## src/rtl/core_types_pkg.sv

```systemverilog
// +----------------------------------------------------------------------+
// | core_types_pkg: core-wide sizing constants shared by the backend.     |
// | Rev 1.0                                                              |
// +----------------------------------------------------------------------+
`default_nettype none

package core_types_pkg;

  localparam int PRF_BANK_COUNT     = 4;
  localparam int LOG_PRF_BANK_COUNT = $clog2(PRF_BANK_COUNT);
  localparam int LOG_PR_COUNT       = 7;
  localparam int LOG_ROB_ENTRIES    = 7;

endpackage

`default_nettype wire

```

## src/rtl/wb_rr_arbiter.sv

```systemverilog
// +----------------------------------------------------------------------+
// | wb_rr_arbiter: one-hot grant per cycle. Round-robin when               |
// | PRF_WB_ARBITER_ROUND_ROBIN_EN is defined, else fixed lowest-index.    |
// | Rev 1.0                                                              |
// +----------------------------------------------------------------------+
`default_nettype none

module wb_rr_arbiter #(
  parameter int REQ_COUNT = 4
) (
  input  logic                 CLK,
  input  logic                 nRST,
  input  logic [REQ_COUNT-1:0] req,
  output logic [REQ_COUNT-1:0] gnt
);

`ifdef PRF_WB_ARBITER_ROUND_ROBIN_EN
  logic [REQ_COUNT-1:0]   r_ptr;
  logic [REQ_COUNT-1:0]   w_ptr_next;
  logic [2*REQ_COUNT-1:0] w_dreq;
  logic [2*REQ_COUNT-1:0] w_dgnt;

  // Doubled request vector lets the borrow chain wrap past the top index.
  always_comb begin
    w_dreq = {req, req};
    w_dgnt = w_dreq & ~(w_dreq - {{REQ_COUNT{1'b0}}, r_ptr});
    gnt    = w_dgnt[REQ_COUNT-1:0] | w_dgnt[2*REQ_COUNT-1:REQ_COUNT];
  end

  always_comb begin
    w_ptr_next = r_ptr;
    if (|gnt) begin
      for (int i = 0; i < REQ_COUNT; i++) begin
        w_ptr_next[(i + 1) % REQ_COUNT] = gnt[i];
      end
    end
  end

  always_ff @(posedge CLK or negedge nRST) begin
    if (!nRST) begin
      r_ptr <= REQ_COUNT'(1);
    end else begin
      r_ptr <= w_ptr_next;
    end
  end
`else
  logic w_unused_clk_rst;

  assign w_unused_clk_rst = CLK ^ nRST;
  assign gnt              = req & (~req + REQ_COUNT'(1));
`endif

endmodule

`default_nettype wire

```

## src/rtl/prf_wb_arbiter.sv

```systemverilog
// +----------------------------------------------------------------------+
// | prf_wb_arbiter: per-bank writeback arbitration into the banked PRF.   |
// | Option macro: PRF_WB_ARBITER_ROUND_ROBIN_EN (see wb_rr_arbiter).      |
// | Rev 1.0                                                              |
// +----------------------------------------------------------------------+
`default_nettype none

module prf_wb_arbiter
  import core_types_pkg::*;
#(
  parameter int WB_PIPE_COUNT     = 4,
  parameter int LOG_WB_PIPE_COUNT = $clog2(WB_PIPE_COUNT)
) (
  input  logic                                            CLK,
  input  logic                                            nRST,
  input  logic [WB_PIPE_COUNT-1:0]                        WB_valid_by_pipe,
  input  logic [WB_PIPE_COUNT-1:0][31:0]                  WB_data_by_pipe,
  input  logic [WB_PIPE_COUNT-1:0][LOG_PR_COUNT-1:0]      WB_PR_by_pipe,
  input  logic [WB_PIPE_COUNT-1:0][LOG_ROB_ENTRIES-1:0]   WB_ROB_index_by_pipe,
  output logic [WB_PIPE_COUNT-1:0]                        WB_ready_by_pipe,
  output logic [PRF_BANK_COUNT-1:0]                       prf_write_valid_by_bank,
  output logic [PRF_BANK_COUNT-1:0][LOG_PR_COUNT-1:0]     prf_write_PR_by_bank,
  output logic [PRF_BANK_COUNT-1:0][31:0]                 prf_write_data_by_bank,
  output logic [PRF_BANK_COUNT-1:0]                       bus_forward_valid_by_bank,
  output logic [PRF_BANK_COUNT-1:0][LOG_PR_COUNT-1:0]     bus_forward_PR_by_bank,
  output logic [PRF_BANK_COUNT-1:0][31:0]                 bus_forward_data_by_bank,
  output logic [PRF_BANK_COUNT-1:0]                       complete_valid_by_bank,
  output logic [PRF_BANK_COUNT-1:0][LOG_ROB_ENTRIES-1:0]  complete_ROB_index_by_bank
);

  logic [PRF_BANK_COUNT-1:0][WB_PIPE_COUNT-1:0]     w_req_by_bank;
  logic [PRF_BANK_COUNT-1:0][WB_PIPE_COUNT-1:0]     w_gnt_by_bank;
  logic [PRF_BANK_COUNT-1:0][LOG_WB_PIPE_COUNT-1:0] w_gnt_idx_by_bank;
  logic [PRF_BANK_COUNT-1:0]                        w_any_by_bank;
  logic [PRF_BANK_COUNT-1:0][LOG_PR_COUNT-1:0]      w_pr_by_bank;
  logic [PRF_BANK_COUNT-1:0][31:0]                  w_data_by_bank;
  logic [PRF_BANK_COUNT-1:0][LOG_ROB_ENTRIES-1:0]   w_rob_by_bank;

  always_comb begin
    w_req_by_bank = '0;
    for (int b = 0; b < PRF_BANK_COUNT; b++) begin
      for (int p = 0; p < WB_PIPE_COUNT; p++) begin
        w_req_by_bank[b][p] = WB_valid_by_pipe[p] &&
          (WB_PR_by_pipe[p][LOG_PRF_BANK_COUNT-1:0] == LOG_PRF_BANK_COUNT'(b));
      end
    end
  end

  generate
    for (genvar b = 0; b < PRF_BANK_COUNT; b++) begin : g_bank_arb
      wb_rr_arbiter #(
        .REQ_COUNT (WB_PIPE_COUNT)
      ) u_arb (
        .CLK  (CLK),
        .nRST (nRST),
        .req  (w_req_by_bank[b]),
        .gnt  (w_gnt_by_bank[b])
      );
    end
  endgenerate

  // Each pipe targets one bank, so the OR of per-bank grants stays one-hot per pipe.
  always_comb begin
    WB_ready_by_pipe = '0;
    for (int b = 0; b < PRF_BANK_COUNT; b++) begin
      WB_ready_by_pipe = WB_ready_by_pipe | w_gnt_by_bank[b];
    end
  end

  always_comb begin
    w_gnt_idx_by_bank = '0;
    w_any_by_bank     = '0;
    w_pr_by_bank      = '0;
    w_data_by_bank    = '0;
    w_rob_by_bank     = '0;
    for (int b = 0; b < PRF_BANK_COUNT; b++) begin
      for (int p = 0; p < WB_PIPE_COUNT; p++) begin
        if (w_gnt_by_bank[b][p]) begin
          w_gnt_idx_by_bank[b] = LOG_WB_PIPE_COUNT'(p);
        end
      end
      w_any_by_bank[b]  = |w_gnt_by_bank[b];
      w_pr_by_bank[b]   = WB_PR_by_pipe[w_gnt_idx_by_bank[b]];
      w_data_by_bank[b] = WB_data_by_pipe[w_gnt_idx_by_bank[b]];
      w_rob_by_bank[b]  = WB_ROB_index_by_pipe[w_gnt_idx_by_bank[b]];
    end
  end

  // PR 0 is hard-wired zero: it still completes in the ROB but never writes or forwards.
  always_ff @(posedge CLK or negedge nRST) begin
    if (!nRST) begin
      prf_write_valid_by_bank    <= '0;
      prf_write_PR_by_bank       <= '0;
      prf_write_data_by_bank     <= '0;
      bus_forward_valid_by_bank  <= '0;
      bus_forward_PR_by_bank     <= '0;
      bus_forward_data_by_bank   <= '0;
      complete_valid_by_bank     <= '0;
      complete_ROB_index_by_bank <= '0;
    end else begin
      for (int b = 0; b < PRF_BANK_COUNT; b++) begin
        prf_write_valid_by_bank[b]    <= w_any_by_bank[b] && (w_pr_by_bank[b] != '0);
        prf_write_PR_by_bank[b]       <= w_pr_by_bank[b];
        prf_write_data_by_bank[b]     <= w_data_by_bank[b];
        bus_forward_valid_by_bank[b]  <= w_any_by_bank[b] && (w_pr_by_bank[b] != '0);
        bus_forward_PR_by_bank[b]     <= w_pr_by_bank[b];
        bus_forward_data_by_bank[b]   <= w_data_by_bank[b];
        complete_valid_by_bank[b]     <= w_any_by_bank[b];
        complete_ROB_index_by_bank[b] <= w_rob_by_bank[b];
      end
    end
  end

endmodule

`default_nettype wire

```

## config.mk

```make
export PLATFORM = sky130hd
export DESIGN_NAME = prf_wb_arbiter
export DESIGN_NICKNAME = d
export VERILOG_FILES = /design/src/rtl/core_types_pkg.sv /design/src/rtl/wb_rr_arbiter.sv /design/src/rtl/prf_wb_arbiter.sv
export SDC_FILE = /design/constraint.sdc
export NUM_CORES = 1
export LEC_CHECK = 0
export BUFFER_PORTS_ARGS = -buffer_cell sky130_fd_sc_hd__buf_2
export CORE_AREA = 2 2 212 214
export CTS_BUF_LIST = sky130_fd_sc_hd__clkbuf_2
export CTS_CLUSTER_DIAMETER = 30
export DETAILED_ROUTE_END_ITERATION = 16
export DIE_AREA = 0 0 214 216
export PLACE_DENSITY = 0.44
export SLEW_MARGIN = 20
export SYNTH_ARGS = -nofsm -noshare
export SYNTH_HDL_FRONTEND = slang
export SYNTH_SLANG_ARGS = --single-unit
```

## constraint.sdc

```tcl
create_clock -name CLK -period 2.04 [get_ports CLK]
set_clock_uncertainty 0.05 [all_clocks]
set_input_delay 0.102 -clock CLK [delete_from_list [all_inputs] [get_ports CLK]]
set_output_delay 0.102 -clock CLK [all_outputs]
set_load 0.005 [all_outputs]
```

==> summary.md, run 1 <==
| Metric | Value |
|---|---|
| DPL Wire Length | `38100 microns` |
| Rows | `77` |
| Syn Nets | `1437` |
| Initial Util | `0.243` |
| Syn avg cell area | `around 8.5 sq um` |
| Mapped cell area | `around 11000 sq um` |
| H-Tree Depth | `4` |
| CTS Sinks | `192` |
| Status | `stopped before the end` |
| Root Driver | `clkbuf_2` |
| Cell Area, Placed | `13300 sq um` |
| Synth Flop Type | `dfrtp_1` |
| Synth unique cells | `44` |
| Width of the die | `214 microns` |
| Post-CTS setup buffers | `0` |
| Synthesized instance count | `1247` |
| CTS buffer count | `17` |
| IO Pins | `546` |
| PostCTS Resize Cnt | `0` |
| Die Span Y | `216 microns` |
| Final Wtd Congestion | `0.885` |
| Port buffer count | `545` |
| Syn. warnings | `0` |
| Stage reached | `clock tree synthesis (4_1_cts)` |
| Sequential share of the synthesized area | `0.452` |
| Number of synthesized flops with an enable pin | `0` |
| Stop Error | `[ERROR RSZ-0060] Max buffer count reached.` |
| Cts hold-fix bufs | `445` |
| Yosys reg bits | `around 190` |
| Clk buf depth | `2` |
| FFs w/ async S/R, synth | `1.00` |
[through the flow]
step / instances / util / setup slack (ps)
after global placement: 2185 / 0.304 / 127
after detailed placement: 2185 / 0.304 / 131
after floorplan: 1247 / - / 440
[Yosys cell counts (6+ instances only)]
cell	count	area share
nand3_1	12	0.0056
o21ai_0	6	0.0028
clkbuf_1	52	0.018
buf_2	37	0.017
nand2_1	357	0.13
a31oi_1	173	0.10
nor2b_1	6	0.0035
dfrtp_1	192	0.45
o22ai_1	171	0.10
buf_4	162	0.11
a21oi_1	6	0.0028
nor2_1	6	0.0021
[cells by family after synthesis]
group | synth area share
flip-flops | 0.452
AO/OA/AOI/OAI | 0.228
AND/OR/NAND/NOR | 0.165
XOR/XNOR | 0.00165
buffers and inverters | 0.154
==> run 2: changes to the inputs <==
--- a/config.mk
+++ b/config.mk
@@ -6,12 +6,10 @@
 export NUM_CORES = 1
 export LEC_CHECK = 0
 export BUFFER_PORTS_ARGS = -buffer_cell sky130_fd_sc_hd__buf_2
-export CORE_AREA = 2 2 212 214
-export CTS_BUF_LIST = sky130_fd_sc_hd__clkbuf_2
-export CTS_CLUSTER_DIAMETER = 30
+export CORE_MARGIN = 1
+export CORE_UTILIZATION = 20
 export DETAILED_ROUTE_END_ITERATION = 16
-export DIE_AREA = 0 0 214 216
-export PLACE_DENSITY = 0.44
+export PLACE_DENSITY_LB_ADDON = 0.15
 export SLEW_MARGIN = 20
 export SYNTH_ARGS = -nofsm -noshare
 export SYNTH_HDL_FRONTEND = slang
==> run 2 against run 1 <==
The run now ends clean; area after synthesis unchanged; synthesized cell count unchanged.
==> summary.md, run 2 <==
| Metric | Value |
|---|---|
| Worst EP arrival | `about 2300 ps` |
| Syn avg cell area | `8.53 sq um (unchanged)` |
| GRT overflow | `0` |
| CTS buffer count | `17 (unchanged)` |
| Final setup viols | `0` |
| Max_slew headroom | `0.655` |
| Synth Flop Type | `dfrtp_1` |
| # DRC | `0` |
| Initial Util | `0.202 (-0.0402)` |
| Number of global-route vias before repair | `about 13000` |
| Top Registers | `bus_forward_data_by_bank: 128 flops, bus_forward_PR_by_bank: 28 flops, complete_ROB_index_by_bank: 28 flops` |
| Pre-CTS WS | `85.0 ps (-46.3 ps)` |
| Die Area | `54100 sq um` |
| Mux cell area share after synthesis | `0 (unchanged)` |
| Syn Nets | `1437 (unchanged)` |
| PwrDens | `between 600 and 700 nW/um^2` |
| Cell Area, Placed | `13500 sq um (+1.6%)` |
| Hold Vio Cnt, Final | `0` |
| Worst vdd ir | `0.627 mV` |
| CP Launch Point | `WB_PR_by_pipe[21]` |
| Reg clk slew, reported paths | `70 ps` |
| FFs w/ async S/R, synth | `1.00 (unchanged)` |
| Yosys top cell by area | `dfrtp_1` |
| Syn. warnings | `0 (unchanged)` |
| DRT Pass-1 Iters | `5` |
| Required time of the critical path | `2360 ps` |
| CTS Sinks | `192 (unchanged)` |
| Routed wire length | `between 50000 and 60000 microns` |
| Port buffer count | `545 (unchanged)` |
| Top post-synthesis cells by count | `357 x nand2_1, 192 x dfrtp_1, 173 x a31oi_1, 171 x o22ai_1, 162 x buf_4` |
| Crit path launch type | `input port` |
| Biggest register | `bus_forward_data_by_bank` |
| Yosys reg bits | `192 (unchanged)` |
| Commonest non-fill, non-tap cell in the layout | `buf_2` |
| DPL Wire Length | `39300 microns (+3.4%)` |
| Compound-gate portion of the synthesized area | `0.228 (unchanged)` |
| Synth top area share | `0.452 (unchanged)` |
| Post-Layout Cell Count | `2628` |
| Root Driver | `clkbuf_16` |
| Rows | `84 (+9.1%)` |
| Width of the die | `233 microns (+8.7%)` |
| Number of synthesized flops with an enable pin | `0 (unchanged)` |
| Most common cell in the synthesized netlist | `nand2_1` |
| H-Tree Depth | `4 (unchanged)` |
| Status | `finished, final reports clean` |
| Sequential share of the synthesized area | `0.452 (unchanged)` |
| Iteration-0 DRC Markers | `~1100` |
| Tmin final | `2000 ps` |
| Post-Synth Adder-Cell Area | `0 (unchanged)` |
| Main combinational cell family by area after synthesis | `compound AO/OA/AOI/OAI gates` |
| Layout cells sized above 1 | `0.346` |
| Core Util, Final | `0.326` |
| IO Pins | `546 (unchanged)` |
| CTS tree | `yes` |
| First-pass GRT wire length | `slightly above 80000 microns` |
| Hold slack | `32.6 ps` |
| WL per Instance | `about 23 microns` |
| Vias per std cell | `4.90` |
| Worst slew pin tran | `516 ps` |
| Most frequent cells in the layout | `544 x buf_2, 353 x nand2_1, 305 x dlygate4sd3_1` |
| Main area contributors after synthesis | `dfrtp_1 45%, nand2_1 13%, buf_4 11%, a31oi_1 10%, o22ai_1 10%` |
| Layout area overhead | `61.1%` |
| Clk buf depth | `2 (unchanged)` |
| Final Max Slew Viols | `0` |
| Number of max-cap violations | `0` |
| Final net count | `2115` |
| Total GRT Usage | `0.212` |
| Peak Freq | `501 MHz` |
| Synth unique cells | `44 (unchanged)` |
| Core box area | `52600 sq um` |
| Final Wtd Congestion | `0.817 (-7.7%)` |
| Initial antenna violation count | `5` |
| Synthesized instance count | `1247 (unchanged)` |
| Fillers | `between 5000 and 6000` |
| Post-CTS setup buffers | `0 (unchanged)` |
| LEAKAGE | `7.78 nW` |
| Final worst slack | `43.0 ps` |
| Mapped cell area | `10600 sq um (unchanged)` |
| Largest fanout on the critical path | `20` |
| Post-Place Cells | `2289 (+4.8%)` |
| Hold Crit Class | `in2reg` |
| Setup repair after global routing missed its margin | `yes` |
| Post-DRT Antenna Nets | `0` |
| Simple-Gate Fraction of Synth Area | `0.165 (unchanged)` |
| Largest net degree at the start of global routing | `48` |
| Die Span Y | `233 microns (+7.7%)` |
| Hold Startpoint | `WB_PR_by_pipe[1]` |
| Fin crit share | `0.979` |
| Vias | `12900` |
| Critical Path Sink Type | `flop` |
| XOR/XNOR Fraction of Synth Area | `0.00165 (unchanged)` |
| Final instance area | `17100 sq um` |
| Number of flip-flops under the largest register name | `128` |
| WS Path Type | `in2reg` |
run 2: cell type report:
cell class                      count  area, sq um  area share
Antenna cell                        3         7.51    0.000438
Multi-Input combinational cell    797         4310       0.252
Tap cell                          688          861      0.0502
Clock inverter                     12         86.3     0.00504
Clock buffer                       19          443      0.0258
Inverter                            4         15.0    0.000876
Timing Repair Buffer              913         6610       0.386
Sequential cell                   192         4800       0.280
run 2: final timing paths:
check | endpoint | slack (ps) | cells past startpoint
min in group asynchronous | complete_ROB_index_by_bank[11] | 90 | 2
max | bus_forward_data_by_bank[27] | 40 | 6
max in group asynchronous | bus_forward_data_by_bank[38] | 1120 | 3
min | bus_forward_PR_by_bank[22] | 30 | 3
run 2: repair_timing:
| item | in CTS | in global routing |
|---|---|---|
| setup endpoints to repair | 0 | 7 |
| hold buffers | 305 | 0 |
| endpoints found under the hold margin | 347 | 0 |
| resized for setup | 0 | 2 |
run 2: worst max-delay path, cell delays in order:
cell	delay [ps]
buf_2	140
or3b_1	530
a211oi_4	410
buf_4	380
a31oi_1	130
dlygate4sd3_1	580
run 2: stage by stage:
step / total power, W / setup TNS [ps]
2_1_floorplan: 0.00609 / 0
3_3_place_gp: 0.00765 / 0
3_5_place_dp: 0.00764 / 0
4_1_cts: 0.0116 / 0
5_1_grt: 0.0121 / -0.560
6_report: 0.0116 / 0
run 2: power by group:
group / switching (W) / internal, W / total, W
combinational: 0.00191 / 0.00183 / 0.00374
sequential: 0.000320 / 0.00424 / 0.00456
clock: 0.00168 / 0.00159 / 0.00327
total: 0.00391 / 0.00766 / 0.0116
run 2: logic make-up (layout without fill, tap and decap cells):
kind of cell | Yosys count | after routing
xor+xnor | 2 | 2
other cells | 0 | 3
compound gates | 380 | 380
flops | 192 | 192
simple gates | 415 | 415
buf+inv | 258 | 948
run 2: layer usage:
| metal | up-vias | global-route usage | part of all wire | wire length, microns |
|---|---|---|---|---|
| met5 | - | 0 | 0.00042 | 25 |
| met1 | 6391 | 0.266 | 0.42 | 24800 |
| li1 | 5672 | - | - | - |
| met4 | 4 | 0.0721 | 0.020 | 1210 |
| met3 | 93 | 0.0455 | 0.071 | 4180 |
| met2 | 719 | 0.356 | 0.49 | 29000 |
Power figures use the tool's default switching activity.
==> run 3: changes to the inputs <==
--- a/config.mk
+++ b/config.mk
@@ -9,7 +9,8 @@
 export CORE_MARGIN = 1
 export CORE_UTILIZATION = 20
 export DETAILED_ROUTE_END_ITERATION = 16
-export PLACE_DENSITY_LB_ADDON = 0.15
+export HOLD_SLACK_MARGIN = 0.15
+export PLACE_DENSITY_LB_ADDON = 0.12
 export SLEW_MARGIN = 20
 export SYNTH_ARGS = -nofsm -noshare
 export SYNTH_HDL_FRONTEND = slang
==> constraint.sdc (replaced) <==
create_clock -name CLK -period 2.55 [get_ports CLK]
set_clock_uncertainty 0.05 [all_clocks]
set_input_delay 0.1275 -clock CLK [delete_from_list [all_inputs] [get_ports CLK]]
set_output_delay 0.1275 -clock CLK [all_outputs]
set_load 0.005 [all_outputs]
==> run 3 against run 2 <==
Setup slack better by 66 ps; clock power fell by 11%; global-route usage is 0.72 points higher; critical path type unchanged.
==> summary.md, run 3 (synthesis results as in run 2) <==
| Metric | Value |
|---|---|
| Status | `finished, final reports clean` |
| Final instance area | `17100 sq um (-0.35%)` |
| Most frequent cells in the layout | `544 x buf_2, 353 x nand2_1, 320 x dlygate4sd3_1` |
| Core box area | `52600 sq um (unchanged)` |
| Iteration-0 DRC Markers | `916 (-18%)` |
| Initial Util | `0.202 (unchanged)` |
| Vias per std cell | `4.89 (-0.31%)` |
| Vias | `12900 (-0.19%)` |
| Die Area | `54100 sq um (unchanged)` |
| Most common cell on crit path | `dlygate4sd3_1` |
| Width of the die | `233 microns (unchanged)` |
| Port buffer count | `545 (unchanged)` |
| CTS buffer count | `17 (unchanged)` |
| DRT Pass-1 Iters | `7 (+2)` |
| Worst vdd ir | `0.572 mV (-8.8%)` |
| Critical Path Sink Type | `flop` |
| Hold path cells | `4 (+1)` |
| Hold Crit Class | `in2reg` |
| Cell Int Power | `0.00634 W (-17%)` |
| Root Driver | `clkbuf_16` |
| WL met3 | `3970 microns (-5.1%)` |
| Crit path max-delay cell type | `dlygate4sd3_1` |
| M1 wire length | `24700 microns (-0.50%)` |
| Rows | `84 (unchanged)` |
| Crit path launch type | `input port` |
| Hold path endpoint | `bus_forward_PR_by_bank[4]` |
| Post-DRT Antenna Nets | `0 (unchanged)` |
| Clk pwr share | `0.307 (+0.024)` |
| WS Path Type | `in2reg` |
| IO Pins | `546 (unchanged)` |
| Die Span Y | `233 microns (unchanged)` |
| # DRC | `0 (unchanged)` |
| Logic pwr share | `0.311 (-0.012)` |
| Clk buf depth | `2 (unchanged)` |
| Reg clk slew, reported paths | `70 ps (about the same)` |
| Share of power burned in registers | `0.382 (-0.012)` |
| Top Registers | `bus_forward_data_by_bank: 128 flops, bus_forward_PR_by_bank: 28 flops, complete_ROB_index_by_bank: 28 flops` |
| Biggest register | `bus_forward_data_by_bank` |
| Max_slew headroom | `0.462 (-0.193)` |
| Total GRT Usage | `0.219 (+0.00716)` |
| Antenna Cells | `0 (-3)` |
| Tmin final | `2440 ps` |
| Total power | `0.00951 W (-18%)` |
| CTS Sinks | `192 (unchanged)` |
| CP cell instances | `buf_2 > dlygate4sd3_1 > nor3b_1 > o211ai_2 > nand2_2 > buf_4 > o22ai_1 > a31oi_1 > dlygate4sd3_1` |
| CTS tree | `yes` |
| Worst EP arrival | `2830 ps (+510 ps)` |
| Number of global-route vias before repair | `12900 (+1.9%)` |
| Worst slew pin tran | `806 ps (+289 ps)` |
| Post-Place Cells | `2278 (-0.48%)` |
| Hold Vio Cnt, Final | `0 (unchanged)` |
| Cell Area, Placed | `13300 sq um (-2.1%)` |
| Peak Freq | `between 400 and 500 MHz` |
| Final setup viols | `0 (unchanged)` |
| Uppermost layer routed | `met5` |
| Final Max Slew Viols | `0 (unchanged)` |
| Layout area overhead | `60.6%` |
| Setup repair after global routing missed its margin | `no` |
| Fin crit share | `0.957` |
| LEAKAGE | `7.75 nW (-0.36%)` |
| Final net count | `2120 (+0.24%)` |
| Routed wire length | `60200 microns (+1.6%)` |
| H-Tree Depth | `4 (unchanged)` |
| Post-CTS setup buffers | `0 (unchanged)` |
| Sw Share | `0.333 (-0.00508)` |
| Number of flip-flops under the largest register name | `128 (unchanged)` |
| Hold Startpoint | `WB_PR_by_pipe[1]` |
| Required time of the critical path | `2940 ps (+580 ps)` |
| Number of max-cap violations | `0 (unchanged)` |
| Final Wtd Congestion | `0.815 (-0.17%)` |
| First-pass GRT wire length | `85900 microns (+3.5%)` |
| Net Sw Power | `0.00317 W (-19%)` |
| Largest net degree at the start of global routing | `46 (-4.2%)` |
| Initial antenna violation count | `2 (-3)` |
| Commonest non-fill, non-tap cell in the layout | `buf_2` |
| Met2 WL post-DR | `30500 microns (+5.4%)` |
| GRT overflow | `0 (unchanged)` |
| WL per Instance | `22.9 microns (+1.5%)` |
| Layout cells sized above 1 | `0.340 (-0.00570)` |
| Slowest cell delay on critical path | `560 ps (-20 ps)` |
| DPL Wire Length | `39700 microns (+0.94%)` |
| Final setup TNS | `0 ps (unchanged)` |
| Largest fanout on the critical path | `21 (+5.0%)` |
| Post-Layout Cell Count | `2631 (+0.11%)` |
| PwrDens | `557 nW/um^2 (-18%)` |
[run 3: cell types whose count changed in the layout (fill, tap and decap cells not counted), sizes merged, moves of 3 or more]
cell | before | now
buf | 607 | 598
clkinv | 8 | 5
diode | 3 | 0
dlygate4sd3 | 305 | 320
[run 3: metrics by stage]
| stage | hold slack [ps] | setup slack [ps] | util |
|---|---|---|---|
| after floorplan | -218 | 924 | - |
| after global placement | 110 | 337 | 0.252 |
| after detailed placement | 109 | 249 | 0.252 |
| after CTS | 153 | 17.1 | 0.325 |
| after global routing | 214 | 7.18 | 0.325 |
| final | 188 | 109 | 0.325 |
[run 3: repair_timing]
| action | CTS | global route |
|---|---|---|
| gates resized for setup | 0 | 1 |
| hold buffers | 321 | 0 |
| endpoints found under the hold margin | 382 | 0 |
| setup endpoints to repair | 0 | 3 |
[run 3: power groups by stage]
stage	clock network [W]	registers [W]	logic (W)
4_1_cts	0.00302	0.00364	0.00294
3_3_place_gp	0	0.00370	0.00238
3_5_place_dp	0	0.00370	0.00237
6_report	0.00292	0.00364	0.00296
2_1_floorplan	0	0.00365	0.00122
5_1_grt	0.00310	0.00367	0.00322
[run 3: worst max path at each step]
stage | depth (start not counted) | slack [ps] | from | to
after global placement | 7 | 340 | WB_PR_by_pipe[14] | bus_forward_data_by_bank[83]
after global routing | 8 | 7 | WB_PR_by_pipe[0] | bus_forward_data_by_bank[72]
after detailed placement | 7 | 250 | WB_PR_by_pipe[14] | bus_forward_data_by_bank[77]
after CTS | 8 | 20 | WB_PR_by_pipe[7] | WB_ready_by_pipe[2]
final | 9 | 110 | WB_PR_by_pipe[21] | bus_forward_data_by_bank[9]
after floorplan | 6 | 920 | WB_PR_by_pipe[14] | bus_forward_data_by_bank[27]
[run 3: layout make-up]
| class | count | area [sq um] |
|---|---|---|
| Multi-Input combinational cell | 797 | 4320 |
| Tap cell | 688 | 861 |
| Fill cell | 5624 | 35500 |
| Timing Repair Buffer | 918 | 6480 |
| Sequential cell | 192 | 4800 |
| Clock inverter | 11 | 129 |
| Inverter | 4 | 15.0 |
| Clock buffer | 21 | 470 |
[run 3: worst max-delay path, delay by kind of cell]
kind	cells	cell delay (ps)
simple gates	2	520
buf+inv	4	1620
compound gates	3	520
[run 3: routing by layer]
layer,vias to the layer above,global-route usage
met5,-,0
met4,2,0.0668
met3,63,0.0442
met2,679,0.381
met1,6425,0.269
li1,5685,-
